$ cat src/rtl/popcnt_frame_accum.sv
// rtl/popcnt_frame_accum.sv - frame accumulator for csa popcount beats
//
// Purpose: sums per-beat popcounts ({cy,sum}) over a frame of up to
// FRAME_LEN beats, tracks the frame maximum and beat count, and presents the
// result on a registered valid/ready output. Input is backpressured while a
// result is held.
//
// Ports:
//   clk, rst           clock, asynchronous active-high reset
//   in_valid/in_ready  popcount beat handshake
//   in_cy, in_sum      csa carry and sum; count = {in_cy,in_sum}
//   in_last            beat closes the frame early
//   out_valid/out_ready result handshake
//   out_total          sum of counts in the frame
//   out_max            largest single count in the frame
//   out_beats          number of beats in the frame
//   err                sticky illegal-input flag (in_cy=1 with in_sum!=0)
module popcnt_frame_accum #(
  parameter int DEPTH     = 64,
  parameter int WIDTH     = $clog2(DEPTH + 1),
  parameter int FRAME_LEN = 16,
  parameter int ACC_W     = $clog2(DEPTH * FRAME_LEN + 1),
  parameter int CNT_W     = $clog2(FRAME_LEN + 1)
) (
  input  logic             clk,
  input  logic             rst,
  input  logic             in_valid,
  output logic             in_ready,
  input  logic             in_cy,
  input  logic [WIDTH-2:0] in_sum,
  input  logic             in_last,
  output logic             out_valid,
  input  logic             out_ready,
  output logic [ACC_W-1:0] out_total,
  output logic [WIDTH-1:0] out_max,
  output logic [CNT_W-1:0] out_beats,
  output logic             err
);

  typedef enum logic {ACCUM = 1'b0, HOLD = 1'b1} state_t;

  state_t           state_q, state_d;
  logic [ACC_W-1:0] acc_q, acc_d;
  logic [WIDTH-1:0] max_q, max_d;
  logic [CNT_W-1:0] beats_q, beats_d;
  logic [ACC_W-1:0] total_q, total_d;
  logic [WIDTH-1:0] omax_q, omax_d;
  logic [CNT_W-1:0] obeats_q, obeats_d;
  logic             err_q, err_d;

  logic [WIDTH-1:0] count;
  logic             illegal;
  logic             accept;
  logic [ACC_W-1:0] acc_upd;
  logic [WIDTH-1:0] max_upd;
  logic [CNT_W-1:0] beats_upd;
  logic             close;

  // A set carry means the csa saw all DEPTH bits; any sum bits alongside it
  // are illegal, and the beat is still taken as a full DEPTH count.
  assign illegal   = in_cy && (in_sum != '0);
  assign count     = in_cy ? WIDTH'(DEPTH) : {1'b0, in_sum};
  assign accept    = in_valid && (state_q == ACCUM);
  assign acc_upd   = acc_q + ACC_W'(count);
  assign max_upd   = (count > max_q) ? count : max_q;
  assign beats_upd = beats_q + CNT_W'(1);
  assign close     = in_last || (beats_upd == CNT_W'(FRAME_LEN));

  always_comb begin
    state_d  = state_q;
    acc_d    = acc_q;
    max_d    = max_q;
    beats_d  = beats_q;
    total_d  = total_q;
    omax_d   = omax_q;
    obeats_d = obeats_q;
    err_d    = err_q | (accept & illegal);
    in_ready = 1'b0;

    case (state_q)
      ACCUM: begin
        in_ready = 1'b1;
        if (accept) begin
          if (close) begin
            total_d  = acc_upd;
            omax_d   = max_upd;
            obeats_d = beats_upd;
            acc_d    = '0;
            max_d    = '0;
            beats_d  = '0;
            state_d  = HOLD;
          end else begin
            acc_d   = acc_upd;
            max_d   = max_upd;
            beats_d = beats_upd;
          end
        end
      end
      HOLD: begin
        // Release only; a beat offered in this cycle waits for ACCUM.
        if (out_ready) begin
          state_d = ACCUM;
        end
      end
      default: state_d = ACCUM;
    endcase
  end

  always_ff @(posedge clk or posedge rst) begin
    if (rst) begin
      state_q  <= ACCUM;
      acc_q    <= '0;
      max_q    <= '0;
      beats_q  <= '0;
      total_q  <= '0;
      omax_q   <= '0;
      obeats_q <= '0;
      err_q    <= 1'b0;
    end else begin
      state_q  <= state_d;
      acc_q    <= acc_d;
      max_q    <= max_d;
      beats_q  <= beats_d;
      total_q  <= total_d;
      omax_q   <= omax_d;
      obeats_q <= obeats_d;
      err_q    <= err_d;
    end
  end

  assign out_valid = (state_q == HOLD);
  assign out_total = total_q;
  assign out_max   = omax_q;
  assign out_beats = obeats_q;
  assign err       = err_q;

endmodule
$ cat config.mk
export PLATFORM = sky130hd
export DESIGN_NAME = popcnt_frame_accum
export DESIGN_NICKNAME = d
export VERILOG_FILES = /design/src/rtl/popcnt_frame_accum.sv
export SDC_FILE = /design/constraint.sdc
export NUM_CORES = 1
export LEC_CHECK = 0
export BUFFER_PORTS_ARGS = -buffer_cell sky130_fd_sc_hd__buf_2
export CELL_PAD_IN_SITES_DETAIL_PLACEMENT = 1
export CELL_PAD_IN_SITES_GLOBAL_PLACEMENT = 1
export CORE_UTILIZATION = 47
export CTS_CLUSTER_DIAMETER = 40
export DETAILED_ROUTE_END_ITERATION = 8
export PLACE_DENSITY = 0.92
export SLEW_MARGIN = 20
export SYNTH_ARGS = -nofsm -noshare
export SYNTH_HDL_FRONTEND = slang
export SYNTH_SLANG_ARGS = --single-unit
$ cat constraint.sdc
create_clock -name clk -period 6.4 [get_ports clk]
set_clock_uncertainty 0.2 [all_clocks]
set_input_delay 0.32 -clock clk [delete_from_list [all_inputs] [get_ports clk]]
set_output_delay 0.32 -clock clk [all_outputs]
set_load 0.01 [all_outputs]
==> out/metrics.csv <==
metric,value,unit
ir_drop,0.131,mV
ys_types,51,
grt_usage,0.263,
tightest_slew,1.03,ns
crit_type,reg -> reg,
numPortBuffers,37,
worst-path-max-fanout,34,
period_share,0.483,
post-dp-hpwl,5080,microns
wl_per_cell,18.7,microns
start_util,0.496,
drv_cap,0,
pwr-share-comb,0.314,
synthFlopType,dfrtp_1,
grt_pass1_vias,2504,
placed_area,0.00298,sq mm
synth_area_per_cell,9.12,sq um
min_path_type,in -> async,
synth-seq-cells,48,
synth_area,0.00278,sq mm
violations,hold timing,
final_common_cell,dfrtp_1,
finalHoldViolations,48,
firstDrtPassIters,4,
vias_per_cell,6.01,
num_io_pins,38,
cp.required,6.45,ns
p_int,0.565,mW
fin_crit,3.09,ns
core-area,0.00561,sq mm
grt_max_degree,49,
numCtsBuffers,5,
die_x,78.9,microns
hold_ws,-0.0677,ns
instances_no_fill,406,
drive_gt1_frac,0.165,
rsz0062_at_grt,no,
maxSlewHeadroom,0.308,
p_sw_frac,0.368,
clock_path_buffers,2,
antenna_found_initial,0,
path_clk_slew,0.10,ns
num_antenna_cells,0,
cts_root_buf,clkbuf_8,
postLayoutCellArea,0.00309,sq mm
routabilityCongestion,0.836,
worst_slack,3.31,ns
synthArstFlopShare,1.00,
final_cell_mix,"dfrtp_1, nand2_1, buf_2",
slew_viol_final,0,
synthesis.nets,328,
status,"finished, violations left",
leakage,1.41,nW
placedCellCount,397,
synth-seq-area-share,0.432,
drc,0,
gr-total-overflow,0,
final_nets,356,
switching_power,0.329,mW
htree_num_levels,2,
place_ws,3.13,ns
dieHeight,78.9,microns
insertion_delay,0.32,ns
postSynthCellCount,305,
syn_to_final_growth,11.0,%
cp_data_arrival_time,3.13,ns
start_kind,register,
synth-edff-count,0,
drt_first_iter_violations,140,
fmax,324,MHz
cts_sinks,48,
powerDensity,289,mW/mm^2
cts_tree,built,
cp-end-kind,register,
ant_nets,0,
setup_viol,0,
pwr-share-clk,0.226,
grt_pass1_wl,12500,microns
cts_resized,0,
seqPwrFrac,0.460,
die_area,0.00623,sq mm
setup_tns,0,ns
vias,2442,
ys.warnings.count,0,
drt-total-wl,7590,microns
postCtsSetupBuffers,0,
rows,27,
[synth_stat cells, types with 2 or more instances]
cell | instances | area share
o21ai_0 | 33 | 0.059
nor2_1 | 12 | 0.016
dfrtp_1 | 48 | 0.43
nand2b_1 | 9 | 0.020
a22o_1 | 7 | 0.022
mux2_2 | 2 | 0.0081
a21o_1 | 2 | 0.0054
ha_1 | 11 | 0.049
o21bai_1 | 2 | 0.0054
a31oi_1 | 8 | 0.018
a21oi_1 | 8 | 0.014
buf_4 | 3 | 0.0081
or4_1 | 7 | 0.019
a21bo_2 | 2 | 0.0072
or3_1 | 5 | 0.011
o211ai_1 | 10 | 0.027
nand2_1 | 42 | 0.057
inv_1 | 17 | 0.023
buf_2 | 6 | 0.011
o22ai_1 | 3 | 0.0067
clkbuf_1 | 10 | 0.013
o221ai_1 | 2 | 0.0063
mux2i_1 | 2 | 0.0072
nor2b_1 | 3 | 0.0067
nand3b_1 | 3 | 0.0081
xor2_1 | 3 | 0.0094
xnor2_1 | 12 | 0.038
o31ai_1 | 3 | 0.0081
nand3_1 | 8 | 0.014
[registers in the layout (all words and copies together) (netlist names)]
register,flops
out_total,11
beats_q,5
out_max,7
err,1
out_beats,5
out_valid,1
acc_q,11
max_q,7
[stage by stage]
stage,power (mW),utilization,hold slack [ns]
after floorplan,0.596,-,0.216
after global placement,0.674,0.532,0.255
after detailed placement,0.694,0.532,0.269
after CTS,0.892,0.550,0.0903
after global routing,0.941,0.551,0.0347
final,0.894,0.551,-0.0677
[final timing paths]
path / from / end / slack, ns / depth (start not counted)
max in group asynchronous: rst / acc_q[3]$_DFFE_PP0P_ / 5.55 / 2
worst max-delay path: beats_q[0]$_DFFE_PP0P_ / out_max[3]$_DFFE_PP0P_ / 3.31 / 7
min in group clk: in_sum[4] / err$_DFF_PP0_ / 0.21 / 4
worst max register to register: beats_q[0]$_DFFE_PP0P_ / out_max[3]$_DFFE_PP0P_ / 3.31 / 7
worst min-delay path: rst / max_q[4]$_DFFE_PP0P_ / -0.07 / 2
worst min register to register: out_total[6]$_DFFE_PP0P_ / out_total[6]$_DFFE_PP0P_ / 0.28 / 2
[power groups by stage]
stage	sequential (mW)	combinational (mW)	clock [mW]
after CTS	0.411	0.281	0.200
after floorplan	0.426	0.170	0
after global placement	0.411	0.262	0
after global routing	0.420	0.312	0.209
final	0.411	0.281	0.202
after detailed placement	0.417	0.277	0
[critical path: stages (launching register included)]
cell	delay, ns
dfrtp_1	0.49
ha_1	0.34
nand3_2	0.12
or3_1	0.35
o211a_1	0.17
or2_1	0.60
or4_1	0.66
nand3_1	0.10
[layer usage]
layer,global-route usage,up-vias,part of all wire
met3,0.0368,19,0.039
met2,0.459,57,0.51
li1,-,1150,-
met4,0.120,0,0.030
met1,0.320,1216,0.42
met5,0,-,0
[repair_timing]
item / in CTS / in global routing
setup endpoints to repair: 0 / 0
hold endpoints to repair: 1 / 0
hold buffers: 1 / 0
[cells by family (layout without fill, tap and decap cells)]
group,Yosys count,after routing,share of synthesized area
AND/OR/NAND/NOR,100,100,0.182
flip-flops,48,48,0.432
adder cells (fa/ha/maj),12,12,0.0531
XOR/XNOR,15,15,0.0472
buffers and inverters,36,65,0.0553
AO/OA/AOI/OAI,90,90,0.215
multiplexers,4,4,0.0153
[final cells by class]
class	instances	area, sq um
clock buffer	7	86.3
sequential	48	1200
inverter	17	65.1
clock inverter	1	7.51
timing repair buffer	40	210
fill	685	2520
tap	72	90.1
multi-input combinational	221	1430
No activity file was read; power rests on OpenSTA's default activity.
